--- config.mk ---
export PLATFORM = sky130hd
export DESIGN_NAME = spi_master_mode_flat
export DESIGN_NICKNAME = d
export VERILOG_FILES = /design/src/rtl/spi_master_mode_if.sv /design/src/rtl/spi_master_mode.sv /design/src/flat_wrapper.sv
export SDC_FILE = /design/constraint.sdc
export NUM_CORES = 1
export LEC_CHECK = 0
export BUFFER_PORTS_ARGS = -buffer_cell sky130_fd_sc_hd__buf_2
export CAP_MARGIN = 25
export CORE_MARGIN = 4
export CORE_UTILIZATION = 40
export DETAILED_ROUTE_END_ITERATION = 10
export GPL_ROUTABILITY_DRIVEN = 1
export SYNTH_ARGS = -nofsm -noshare
export SYNTH_HDL_FRONTEND = slang
export SYNTH_SLANG_ARGS = --single-unit
--- constraint.sdc ---
create_clock -name clk -period 5 [get_ports clk]
set_clock_uncertainty 0.15 [all_clocks]
set_input_delay 0.75 -clock clk [delete_from_list [all_inputs] [get_ports clk]]
set_output_delay 0.75 -clock clk [all_outputs]
set_load 0.02 [all_outputs]
--- src/rtl/spi_master_mode_if.sv ---
// -----------------------------------------------------------------------------
// spi_master_mode_if
//   Bundles the command side (request strobe, TX word, slave index, mode bits,
//   completion status) and the SPI pin side (sclk/mosi/miso/ss_n) of
//   spi_master_mode.
//
//   Optional feature macro: SPI_LSB_FIRST_EN adds the lsb_first signal.
//
//   Modports
//     slave  : used by spi_master_mode (receives commands, drives the SPI pins)
//     master : used by whatever issues commands and models the SPI slave
//
//   Signals
//     data_ready  request strobe            data       TX word (BITS)
//     cs_sel      slave index (SS_W)        cpol/cpha  SPI mode
//     lsb_first   bit order (optional)      miso       serial data in
//     sclk/mosi   serial clock / data out   ss_n       slave selects (N_SS)
//     busy        transfer in progress      data_sent  end-of-transfer pulse
//     rx_data     captured MISO word (BITS)
// -----------------------------------------------------------------------------
interface spi_master_mode_if #(
    parameter int BITS = 8,
    parameter int N_SS = 1
);
    localparam int SS_W = (N_SS > 1) ? $clog2(N_SS) : 1;

    logic              data_ready;
    logic [BITS-1:0]   data;
    logic [SS_W-1:0]   cs_sel;
    logic              cpol;
    logic              cpha;
`ifdef SPI_LSB_FIRST_EN
    logic              lsb_first;
`endif
    logic              miso;
    logic              sclk;
    logic              mosi;
    logic [N_SS-1:0]   ss_n;
    logic              busy;
    logic              data_sent;
    logic [BITS-1:0]   rx_data;

    modport slave (
`ifdef SPI_LSB_FIRST_EN
        input  lsb_first,
`endif
        input  data_ready,
        input  data,
        input  cs_sel,
        input  cpol,
        input  cpha,
        input  miso,
        output sclk,
        output mosi,
        output ss_n,
        output busy,
        output data_sent,
        output rx_data
    );

    modport master (
`ifdef SPI_LSB_FIRST_EN
        output lsb_first,
`endif
        output data_ready,
        output data,
        output cs_sel,
        output cpol,
        output cpha,
        output miso,
        input  sclk,
        input  mosi,
        input  ss_n,
        input  busy,
        input  data_sent,
        input  rx_data
    );
endinterface

--- src/rtl/spi_master_mode.sv ---
// -----------------------------------------------------------------------------
// spi_master_mode
//   Full-duplex SPI master supporting all four CPOL/CPHA modes, a fixed SCLK
//   divider (CLK_DIV clk cycles per SCLK half-period), N_SS active-low slave
//   selects, a captured MISO word and a busy flag.
//
//   Optional feature macro: SPI_LSB_FIRST_EN. When defined, bus.lsb_first is
//   latched with each request and, when 1, both TX and RX run LSB first.
//   Without it every transfer is MSB first.
//
//   Ports
//     clk    system clock (rising edge)
//     rst_n  asynchronous active-low reset
//     bus    spi_master_mode_if.slave: command inputs, SPI pins, status
//
//   Sequence: IDLE -> SETUP (CLK_DIV) -> XFER (2*BITS half-periods)
//             -> HOLD (CLK_DIV) -> DONE (1 cycle, data_sent) -> IDLE.
//   All outputs are registered.
// -----------------------------------------------------------------------------
module spi_master_mode #(
    parameter int BITS    = 8,
    parameter int N_SS    = 1,
    parameter int CLK_DIV = 2
) (
    input  logic               clk,
    input  logic               rst_n,
    spi_master_mode_if.slave   bus
);
    localparam int SS_W   = (N_SS > 1) ? $clog2(N_SS) : 1;
    localparam int DIV_W  = (CLK_DIV > 1) ? $clog2(CLK_DIV) : 1;
    localparam int HALVES = 2 * BITS;
    localparam int K_W    = $clog2(HALVES + 1);
    localparam int IDX_W  = $clog2(BITS);

    typedef enum logic [2:0] {
        ST_IDLE,
        ST_SETUP,
        ST_XFER,
        ST_HOLD,
        ST_DONE
    } state_t;

    state_t            state_reg;
    logic [DIV_W-1:0]  div_reg;
    logic [K_W-1:0]    half_reg;     // index of the current XFER half-period
    logic [BITS-1:0]   tx_reg;
    logic [BITS-1:0]   rx_sh_reg;
    logic              cpol_reg;
    logic              cpha_reg;
    logic              lsb_reg;
    logic              sclk_reg;
    logic              mosi_reg;
    logic [N_SS-1:0]   ss_n_reg;
    logic              busy_reg;
    logic              sent_reg;
    logic [BITS-1:0]   rx_data_reg;

    // ------------------------------------------------------------------
    // Request qualification and slave-select decode
    // ------------------------------------------------------------------
    logic              lsb_in;
    logic              sel_ok;
    logic [N_SS-1:0]   sel_dec;

`ifdef SPI_LSB_FIRST_EN
    assign lsb_in = bus.lsb_first;
`else
    assign lsb_in = 1'b0;
`endif

    // When N_SS fills the index range every cs_sel value is legal.
    generate
        if ((1 << SS_W) == N_SS) begin : g_sel_full
            assign sel_ok = 1'b1;
        end else begin : g_sel_part
            assign sel_ok = ({1'b0, bus.cs_sel} < (SS_W + 1)'(N_SS));
        end
    endgenerate

    genvar gi;
    generate
        for (gi = 0; gi < N_SS; gi++) begin : g_dec
            assign sel_dec[gi] = (bus.cs_sel == SS_W'(gi));
        end
    endgenerate

    // ------------------------------------------------------------------
    // SCLK toggle bookkeeping
    //   Toggle k (1..2*BITS) happens at the start of XFER half-period k.
    //   Odd k are leading edges, even k trailing. The bit driven at toggle
    //   k is bit number k/2 in transmission order for both CPHA settings.
    // ------------------------------------------------------------------
    logic              div_end;
    logic              last_half;
    logic              tog_fire;
    logic [K_W-1:0]    tog_k;
    logic              tog_lead;
    logic              do_drive;
    logic              do_sample;
    logic [IDX_W-1:0]  drv_idx;
    logic [IDX_W-1:0]  drv_pos;

    always_comb begin
        div_end   = (div_reg == DIV_W'(CLK_DIV - 1));
        last_half = (half_reg == K_W'(HALVES - 1));
        tog_fire  = 1'b0;
        tog_k     = '0;
        if (state_reg == ST_SETUP && div_end) begin
            tog_fire = 1'b1;
            tog_k    = K_W'(1);
        end else if (state_reg == ST_XFER && div_end && !last_half) begin
            tog_fire = 1'b1;
            tog_k    = half_reg + K_W'(2);
        end
        tog_lead  = tog_k[0];
        // CPHA=0 drives on trailing edges (never after the last one),
        // CPHA=1 drives on leading edges; sampling uses the other edge type.
        do_drive  = tog_fire && (tog_lead == cpha_reg) && (tog_k != K_W'(HALVES));
        do_sample = tog_fire && (tog_lead != cpha_reg);
        drv_idx   = tog_k[IDX_W:1];
        drv_pos   = lsb_reg ? drv_idx : (IDX_W'(BITS - 1) - drv_idx);
    end

    // ------------------------------------------------------------------
    // Main FSM with registered outputs
    // ------------------------------------------------------------------
    always_ff @(posedge clk or negedge rst_n) begin
        if (!rst_n) begin
            state_reg   <= ST_IDLE;
            div_reg     <= '0;
            half_reg    <= '0;
            tx_reg      <= '0;
            rx_sh_reg   <= '0;
            cpol_reg    <= 1'b0;
            cpha_reg    <= 1'b0;
            lsb_reg     <= 1'b0;
            sclk_reg    <= 1'b0;
            mosi_reg    <= 1'b0;
            ss_n_reg    <= '1;
            busy_reg    <= 1'b0;
            sent_reg    <= 1'b0;
            rx_data_reg <= '0;
        end else begin
            sent_reg <= 1'b0;

            case (state_reg)
                ST_IDLE: begin
                    sclk_reg <= cpol_reg;
                    mosi_reg <= 1'b0;
                    if (bus.data_ready && sel_ok) begin
                        state_reg <= ST_SETUP;
                        div_reg   <= '0;
                        half_reg  <= '0;
                        tx_reg    <= bus.data;
                        rx_sh_reg <= '0;
                        cpol_reg  <= bus.cpol;
                        cpha_reg  <= bus.cpha;
                        lsb_reg   <= lsb_in;
                        sclk_reg  <= bus.cpol;
                        ss_n_reg  <= ~sel_dec;
                        busy_reg  <= 1'b1;
                        // CPHA=0 needs the first bit valid before the first edge.
                        mosi_reg  <= bus.cpha ? 1'b0
                                              : bus.data[lsb_in ? 0 : BITS - 1];
                    end
                end

                ST_SETUP: begin
                    if (div_end) begin
                        state_reg <= ST_XFER;
                        div_reg   <= '0;
                        half_reg  <= '0;
                        sclk_reg  <= ~sclk_reg;
                    end else begin
                        div_reg <= div_reg + DIV_W'(1);
                    end
                end

                ST_XFER: begin
                    if (div_end) begin
                        div_reg <= '0;
                        if (last_half) begin
                            state_reg <= ST_HOLD;
                        end else begin
                            half_reg <= half_reg + K_W'(1);
                            sclk_reg <= ~sclk_reg;
                        end
                    end else begin
                        div_reg <= div_reg + DIV_W'(1);
                    end
                end

                ST_HOLD: begin
                    sclk_reg <= cpol_reg;
                    if (div_end) begin
                        state_reg   <= ST_DONE;
                        div_reg     <= '0;
                        ss_n_reg    <= '1;
                        mosi_reg    <= 1'b0;
                        rx_data_reg <= rx_sh_reg;
                        sent_reg    <= 1'b1;
                    end else begin
                        div_reg <= div_reg + DIV_W'(1);
                    end
                end

                ST_DONE: begin
                    busy_reg  <= 1'b0;
                    div_reg   <= '0;
                    state_reg <= ST_IDLE;
                end

                default: begin
                    state_reg <= ST_IDLE;
                end
            endcase

            if (do_drive) begin
                mosi_reg <= tx_reg[drv_pos];
            end

            // The shift direction matches the TX order so rx_sh_reg ends in
            // natural bit order after BITS samples.
            if (do_sample) begin
                if (lsb_reg) begin
                    rx_sh_reg <= {bus.miso, rx_sh_reg[BITS-1:1]};
                end else begin
                    rx_sh_reg <= {rx_sh_reg[BITS-2:0], bus.miso};
                end
            end
        end
    end

    assign bus.sclk      = sclk_reg;
    assign bus.mosi      = mosi_reg;
    assign bus.ss_n      = ss_n_reg;
    assign bus.busy      = busy_reg;
    assign bus.data_sent = sent_reg;
    assign bus.rx_data   = rx_data_reg;

endmodule

--- src/flat_wrapper.sv ---
// flat-port wrapper written by rule: the top's interface ports become plain ports
module spi_master_mode_flat 
#(
    parameter int BITS    = 8,
    parameter int N_SS    = 1,
    parameter int CLK_DIV = 2
)
  (clk, rst_n, bus_data_ready, bus_data, bus_cs_sel, bus_cpol, bus_cpha, bus_miso, bus_sclk, bus_mosi, bus_ss_n, bus_busy, bus_data_sent, bus_rx_data);
  spi_master_mode_if #(.BITS(BITS), .N_SS(N_SS)) bus_i ();
  input  logic clk;
  input  logic rst_n;
  input wire logic [$bits(bus_i.data_ready)-1:0] bus_data_ready;
  input wire logic [$bits(bus_i.data)-1:0] bus_data;
  input wire logic [$bits(bus_i.cs_sel)-1:0] bus_cs_sel;
  input wire logic [$bits(bus_i.cpol)-1:0] bus_cpol;
  input wire logic [$bits(bus_i.cpha)-1:0] bus_cpha;
  input wire logic [$bits(bus_i.miso)-1:0] bus_miso;
  output wire logic [$bits(bus_i.sclk)-1:0] bus_sclk;
  output wire logic [$bits(bus_i.mosi)-1:0] bus_mosi;
  output wire logic [$bits(bus_i.ss_n)-1:0] bus_ss_n;
  output wire logic [$bits(bus_i.busy)-1:0] bus_busy;
  output wire logic [$bits(bus_i.data_sent)-1:0] bus_data_sent;
  output wire logic [$bits(bus_i.rx_data)-1:0] bus_rx_data;
  assign bus_i.data_ready = bus_data_ready;
  assign bus_i.data = bus_data;
  assign bus_i.cs_sel = bus_cs_sel;
  assign bus_i.cpol = bus_cpol;
  assign bus_i.cpha = bus_cpha;
  assign bus_i.miso = bus_miso;
  assign bus_sclk = bus_i.sclk;
  assign bus_mosi = bus_i.mosi;
  assign bus_ss_n = bus_i.ss_n;
  assign bus_busy = bus_i.busy;
  assign bus_data_sent = bus_i.data_sent;
  assign bus_rx_data = bus_i.rx_data;
  spi_master_mode #(.BITS(BITS), .N_SS(N_SS), .CLK_DIV(CLK_DIV)) u_core (.clk(clk), .rst_n(rst_n), .bus(bus_i));
endmodule
# Word level (Yosys, flattened, before mapping)
# Index checks and enable logic that the tools add are counted.
[classes] bitwise=1 eq_ne=15 reduce_logical=28 addsub=4 order_cmp=2 mux=40
[ops] op="two-way mux 5 bit" count=6
[ops] op="two-way mux 8 bit" count=3
[ops] op="two-way mux 1 bit" count=18
[ops] op="two-way mux 3 bit" count=5
[ops] op="one-hot mux 5 bit (3 select lines)" count=1
[ops] op="one-hot mux 3 bit (4 select lines)" count=1
[ops] op="AND reduction 2 bit" count=6
[ops] op="!= test 2 x 1 -> 1 bit (second input constant)" count=5
[ops] op="AND reduction 5 bit" count=2
[ops] op="nonzero test 3 bit" count=3
[ops] op="nonzero test 2 bit" count=4
[ops] op="logical AND 1 bit" count=7
[ops] op="equality test 3 x 2 -> 1 bit (second input constant)" count=2
[ops] op="one-hot mux 1 bit (2 select lines)" count=3
[ops] op="adder 5 x 1 -> 5 bit (second input constant)" count=1
[ops] op="adder 5 x 2 -> 5 bit (second input constant)" count=1
[ops] op="equality test 5 x 4 -> 1 bit (second input constant)" count=1
[ops] op="!= test 5 bit (second input constant)" count=1
[ops] op="less-than comparator 3 x 4 -> 1 bit (second input constant)" count=1
[ops] op="one-hot mux 1 bit (4 select lines)" count=1
[ops] op="AND reduction 4 bit" count=1
[ops] op="nonzero test 4 bit" count=1
[ops] op="binary-select mux 1 bit (select 3 bit)" count=1
[ops] op="equality test 3 x 1 -> 1 bit (second input constant)" count=1
[ops] op="14 further kinds" count=14
[totals] word_cells=103 out_inout_bits=13 in_bits=15 register_bits=40

# Longest topological paths before layout
# Gate-level depths: netlist (run 1).
[logic_depth] ltp_word=10 mapped_depth=8

# Least setup slack after synthesis (run 1)
# No wires, ideal clock.
[synth_path] path_kind="flip-flop to flip-flop" startpoint="register u_core.half_reg[1]" endpoint="register u_core.half_reg[2]" setup_slack_ns=2.812 t_arrival_ns=1.912 setup_time_ns=0.125 n_path_buf=0 path_stages_with_launch=9 path_cell_list="dfrtp_1 ha_1 and3_1 ha_1 nand2b_1 a221oi_2 o211ai_1 o21ai_0 o21ai_1"
[synth_between] elab_chain_cells=4 elab_cells_between_ends=7 cone_classes="add/sub: 1; eq/ne: 2; mux: 3; reduce/logical: 1"
[synth_lines] element="start: declaration" line="spi_master_mode.sv:45" rtl="logic [K_W-1:0] half_reg;"
[synth_lines] element="start signal: assignment" line="spi_master_mode.sv:185" rtl="half_reg <= half_reg + K_W'(1);"
[synth_lines] element="adder 5 x 1 -> 5 bit" line="spi_master_mode.sv:185"
[synth_lines] element="two-way mux 5 bit" line="spi_master_mode.sv:182" rtl="if (last_half) begin"
[synth_lines] element="two-way mux 5 bit" line="spi_master_mode.sv:180" rtl="if (div_end) begin"
[synth_lines] element="one-hot mux 5 bit (3 select lines)" line="spi_master_mode.sv:146" rtl="case (state_reg)"
# Parallel ways exist; a longest one is shown, timed or not. The select of a mux whose other input is x is not followed.
# A chain may end at the register's enable or synchronous reset.

# Worst setup path after layout (run 1)
# Same ends and word-level chain as after synthesis.

==> results.sh, run 1 <==
export IMPL_pre_cts_ws_ns=2.49
export IMPL_ios=28
export IMPL_cts_buffer_depth=2
export IMPL_drc=0
export IMPL_crit_top_cell="ha_1"
export IMPL_ys_flop_type="dfrtp_1"
export IMPL_hold_viol=0
export IMPL_syn_num_nets=189
export IMPL_fillers=461
export IMPL_h_tree_depth=2
export IMPL_fin_crit_ns=2.55
export IMPL_overflow=0
export IMPL_grt_pass1_wl_microns=6290
export IMPL_setup_viol=0
export IMPL_leakagePower_nw=1.11
export IMPL_syn2layout_area_growth_pct=14.6
export IMPL_rsz0062_at_grt="false"
export IMPL_cp_num_buf_inv=0
export IMPL_viasPerCell=5.19
export IMPL_cts_hold_buffers=0
export IMPL_slowest_delay_ns=0.48
export IMPL_fp_dieW_microns=78.1
export IMPL_grt_max_degree=41
export IMPL_crit_slowest_cell="dfrtp_1"
export IMPL_cts_root_buf="clkbuf_8"
export IMPL_yosysSeqAreaShare_pct=51.0
export IMPL_rows=25
export IMPL_drv_cap=0
export IMPL_crit_path_start="u_core.half_reg[1]"
export IMPL_crit_reg2reg_launch="u_core.half_reg[1]"
export IMPL_wl_microns=3720
export IMPL_holdWs_ns=0.354
export IMPL_crit_type="flop to flop"
export IMPL_placement_io_buffers=27
export IMPL_gr_usage_all_layers_pct=13.1
export IMPL_finalSetupTns_ns=0
export IMPL_setup_ws_ns=2.45
export IMPL_drv_slew=0
export IMPL_synthArstFlopShare_pct=100
export IMPL_numClockSinks=40
export IMPL_drtIter0Drc=124
export IMPL_die_h_microns=78.1
export IMPL_grt_pass1_vias=1345
export IMPL_ys_types=45
export IMPL_num_nets_final=216
export IMPL_synthCells=171
export IMPL_clk_pin_slew_ns=0.07
export IMPL_pwr_density_cell_mw_per_mm2=614
export IMPL_syn_avg_cell_area_sq_um=11.5
export IMPL_synth_seq_cells=40
export IMPL_vias=1381
export IMPL_crit_chain="ha_1 > and3_1 > ha_1 > nand2b_1 > a221oi_2 > o211ai_1 > o21ai_0 > o21ai_1"
export IMPL_die_area_sq_mm=0.00610
export IMPL_drtPass1Iterations=4
export IMPL_ys_warn_count=0
export IMPL_wl_per_cell_microns=14.0
export IMPL_synth_edf_count=0
export IMPL_arrival_ns=2.57
export IMPL_clkLatencyLatePin_ns=0.30
export IMPL_startpoint_type="flop"
export IMPL_dpl_hpwl_microns=2590
export IMPL_timing_fmax_mhz=392
export IMPL_maxSlewHeadroom_pct=40.9
export IMPL_ant_nets=0
export IMPL_period_share_pct=51.0
export IMPL_crit_family="compound AO/OA/AOI/OAI gates"
export IMPL_place_congestion=0.839
export IMPL_hold_class="flop to flop"
export IMPL_synth_area_sq_mm=0.00197
export IMPL_post_cts_resized=0
export IMPL_initial_core_util_pct=41.4
export IMPL_cts_tree="done"
export IMPL_cts_made_buffers=5
export IMPL_ir_drop_v=0.000267
export IMPL_worst_pin_slew_ns=0.886
export IMPL_end_kind="flop"
export IMPL_diodes=0
export IMPL_cp_max_fo=8
export IMPL_post_cts_buffers=0
export IMPL_status="finished, final reports clean"
export IMPL_core_area_sq_mm=0.00475
export IMPL_grt_antenna_before_repair=0
export IMPL_drive_gt1_share_pct=31.2
export IMPL_min_from="u_core.bus.rx_data[3]"
export IMPL_required_ns=5.02
==> final timing paths <==
path	end	slack (ns)	cells after the start
worst max register to register	u_core.half_reg[2]	2.45	8
worst min-delay path	u_core.bus.rx_data[3]	0.35	1
worst min register to register	u_core.bus.rx_data[3]	0.35	1
max in group asynchronous	u_core.tx_reg[7]	3.72	1
min in group asynchronous	u_core.rx_sh_reg[7]	0.42	1
worst max-delay path	u_core.half_reg[2]	2.45	8
==> worst register-to-register path: cells and delay by family (launching register included) <==
kind	cells	cell delay (ns)
AOI/OAI and AO/OA	4	0.95
DFF	1	0.48
adders and majority gates	2	0.46
and+or+nand+nor	2	0.37
==> report_power, final <==
group | internal [mW] | switching [mW] | leakage, nW
clock | 0.163 | 0.114 | 0.0614
combinational | 0.253 | 0.269 | 0.537
sequential | 0.457 | 0.129 | 0.513
==> through the flow <==
stage / power [mW] / std cells / instance area, sq um / util, %
3_3_place_gp: 1.10 / 258 / 2130 / 44.9
3_5_place_dp: 1.11 / 258 / 2130 / 44.9
5_1_grt: 1.49 / 266 / 2250 / 47.4
4_1_cts: 1.40 / 266 / 2250 / 47.4
2_1_floorplan: 0.992 / 171 / 1970 / -
6_report: 1.38 / 266 / 2250 / 47.4
==> routing by layer <==
metal	part of all wire, %	up-vias	global-route usage (%)
met5	0	-	0
met4	1.9	0	5.77
met3	5.2	6	3.44
met2	50	40	22.2
met1	43	675	15.6
li1	-	660	-
==> logic make-up after synthesis <==
family | Yosys count | share of synthesized area (%)
AOI/OAI and AO/OA | 30 | 10.3
adders and majority gates | 3 | 1.91
xor gates and xnor gates | 3 | 1.34
DFF | 40 | 51.0
buffers and inverters | 19 | 4.96
and+or+nand+nor | 44 | 11.6
muxes | 32 | 19.0
==> layout make-up <==
type                       instances  area, sq um  share of cell area [%]
sequential                        40         1000                    44.5
multi-input combinational        112          867                    38.5
timing repair buffer              27          135                    5.99
tap                               67         83.8                    3.72
clock buffer                       6         82.6                    3.66
inverter                          12         45.0                    2.00
clock inverter                     2         38.8                    1.72
==> cell usage after synthesis (2+ instances only) <==
cell type,n,area share (%)
nor3b_1,2,0.76
inv_1,12,2.3
o21ai_1,3,0.76
a31oi_1,2,0.64
nor2b_1,3,0.95
nand2_1,17,3.2
a21oi_1,3,0.76
o21ai_0,7,1.8
a21o_1,2,0.76
buf_6,3,1.7
nand2b_1,2,0.64
nor3_1,2,0.51
mux2i_1,11,5.6
dfrtp_1,39,50
ha_1,3,1.9
o211ai_1,2,0.76
nand3_1,2,0.51
a22oi_1,2,0.76
buf_2,3,0.76
nor2_1,8,1.5
mux2_2,17,9.7
xor2_1,3,1.3
==> layout by cell type (no fill, tap or decap), drive strengths merged, types with 2 or more instances in the layout <==
cell type,Yosys,routed
a31oi,2,2
a21oi,3,3
a21o,2,2
clkbuf,1,6
xor2,3,3
nor2,9,9
mux2i,12,12
o21ai,10,10
nand2b,2,2
nand3,2,2
ha,3,3
buf,6,27
a22oi,2,2
nor3,2,2
mux2,19,19
inv,12,12
nand2,17,17
dfrtp,39,39
nor2b,3,3
o211ai,2,2
nor3b,3,3
or3b,2,2
No activity file was read; power rests on OpenSTA's default activity.
==> run 2: changes to the inputs <==
Clock period 5 ns to 2.3 ns, I/O delays scaled along.
==> results.sh, run 2 (synthesized netlist as in run 1, its figures left out) <==
export IMPL_fp_dieW_microns=78.1
export IMPL_grt_pass1_vias=1448
export IMPL_pre_cts_ws_ns=-0.0216
export IMPL_instances_no_fill=280
export IMPL_drc=0
export IMPL_numClockSinks=40
export IMPL_diodes=0
export IMPL_clkLatencyLatePin_ns=0.29
export IMPL_ant_nets=0
export IMPL_drtPass1Iterations=4
export IMPL_end_kind="flop"
export IMPL_cp_max_fo=5
export IMPL_ir_drop_v=0.000669
export IMPL_grt_max_degree=21
export IMPL_crit_reg2reg_launch="u_core.half_reg[1]"
export IMPL_min_from="bus_miso"
export IMPL_drv_slew=0
export IMPL_maxSlewHeadroom_pct=65.7
export IMPL_drive_gt1_share_pct=36.6
export IMPL_wl_per_cell_microns=13.9
export IMPL_cts_root_buf="clkbuf_8"
export IMPL_setup_viol=0
export IMPL_ios=28
export IMPL_r2r_slack_ns=0.13
export IMPL_clk_pin_slew_ns=0.07
export IMPL_drtIter0Drc=93
export IMPL_rr_endpoint="u_core.half_reg[3]"
export IMPL_die_h_microns=78.1
export IMPL_overflow=0
export IMPL_startpoint_type="flop"
export IMPL_cts_buffer_depth=2
export IMPL_dp_cells=267
export IMPL_dpl_hpwl_microns=2890
export IMPL_die_area_sq_mm=0.00610
export IMPL_arrival_ns=2.18
export IMPL_grt_antenna_before_repair=0
export IMPL_status="finished, final reports clean"
export IMPL_gr_usage_all_layers_pct=13.9
export IMPL_num_nets_final=230
export IMPL_setup_ws_ns=0.134
export IMPL_hold_viol=0
export IMPL_layout_common_cells="dfrtp_1, buf_2, mux2_2, nand2_1"
export IMPL_crit_chain="ha_2 > and3_1 > ha_2 > nand2b_4 > a221oi_4 > o211ai_1 > o21ai_1 > o21ai_1"
export IMPL_pwr_density_cell_mw_per_mm2=1350
export IMPL_fin_crit_ns=2.17
export IMPL_crit_slowest_cell="dfrtp_1"
export IMPL_cts_tree="done"
export IMPL_hold_depth=3
export IMPL_crit_type="flop to flop"
export IMPL_hold_class="primary input to flop"
export IMPL_syn2layout_area_growth_pct=21.9
export IMPL_core_area_sq_mm=0.00475
export IMPL_reg2reg_depth=8
export IMPL_initial_core_util_pct=41.4
export IMPL_fin_util_pct=50.4
export IMPL_vias=1396
export IMPL_cts_made_buffers=5
export IMPL_period_share_pct=94.2
export IMPL_finalSetupTns_ns=0
export IMPL_h_tree_depth=2
export IMPL_rows=25
export IMPL_viasPerCell=4.99
export IMPL_wl_microns=3910
export IMPL_placement_io_buffers=27
export IMPL_holdPathEnd="u_core.rx_sh_reg[0]"
export IMPL_worst_pin_slew_ns=0.515
export IMPL_slowest_delay_ns=0.38
export IMPL_holdWs_ns=0.134
export IMPL_final_common_cell="dfrtp_1"
export IMPL_placedInstanceArea_sq_mm=0.00220
export IMPL_power_mw=3.23
export IMPL_final_area_sq_mm=0.00240
export IMPL_place_congestion=0.826
export IMPL_required_ns=2.32
export IMPL_grt_pass1_wl_microns=6730
export IMPL_timing_fmax_mhz=462
export IMPL_leakagePower_nw=1.18
export IMPL_drv_cap=0
## run 2: changes by cell type in the layout (fill, tap and decap cells not counted), moves of 2 or more
| cell | before | now |
|---|---|---|
| ha_1 | 3 | 1 |
| buf_4 | 0 | 12 |
| ha_2 | 0 | 2 |
| o21ai_1 | 3 | 5 |
| o21ai_0 | 7 | 5 |
## run 2: final cells by class
| type | count | area [sq um] |
|---|---|---|
| Clock buffer | 6 | 82.6 |
| Clock inverter | 2 | 38.8 |
| Timing Repair Buffer | 41 | 255 |
| Inverter | 12 | 45.0 |
| Multi-Input combinational cell | 112 | 891 |
| Fill cell | 453 | 2360 |
| Sequential cell | 40 | 1000 |
| Tap cell | 67 | 83.8 |
## run 2: worst max path at each step
stage	start	end	slack, ns	depth (start not counted)
final	u_core.half_reg[1]	u_core.half_reg[3]	0.13	8
after global routing	u_core.half_reg[1]	u_core.half_reg[3]	-0.02	8
after CTS	u_core.half_reg[0]	u_core.half_reg[3]	0.04	8
after detailed placement	u_core.half_reg[0]	u_core.half_reg[3]	-0.02	8
after global placement	u_core.half_reg[0]	u_core.half_reg[3]	0.13	8
after floorplan	u_core.half_reg[1]	u_core.half_reg[2]	0.11	8
## run 2: layer usage
| layer | vias to the layer above | track usage (%) | routed length [microns] |
|---|---|---|---|
| met5 | - | 0 | 0 |
| met3 | 6 | 3.67 | 141 |
| li1 | 681 | - | - |
| met1 | 682 | 16.8 | 1730 |
| met4 | 0 | 5.59 | 65 |
| met2 | 27 | 23.5 | 1970 |
## run 2: timing repair
action                                 in CTS  in global routing
pin swaps                                   3                  4
hold buffers                                1                  0
endpoints found under the hold margin      13                  0
setup endpoints to repair                   2                 14
setup buffers                               1                  3
resized for setup                           3                  3
## run 2: worst max-delay path, delay by kind of cell (launching register included)
kind            cells  cell delay (ns)
compound gates      4             0.79
fa+ha+maj           2             0.39
flops               1             0.38
simple gates        2             0.34
## run 2: report_power, final
part / internal [mW] / switching (mW) / total [mW]
clock: 0.355 / 0.241 / 0.596
combinational: 0.709 / 0.692 / 1.40
sequential: 0.994 / 0.236 / 1.23
total: 2.06 / 1.17 / 3.23
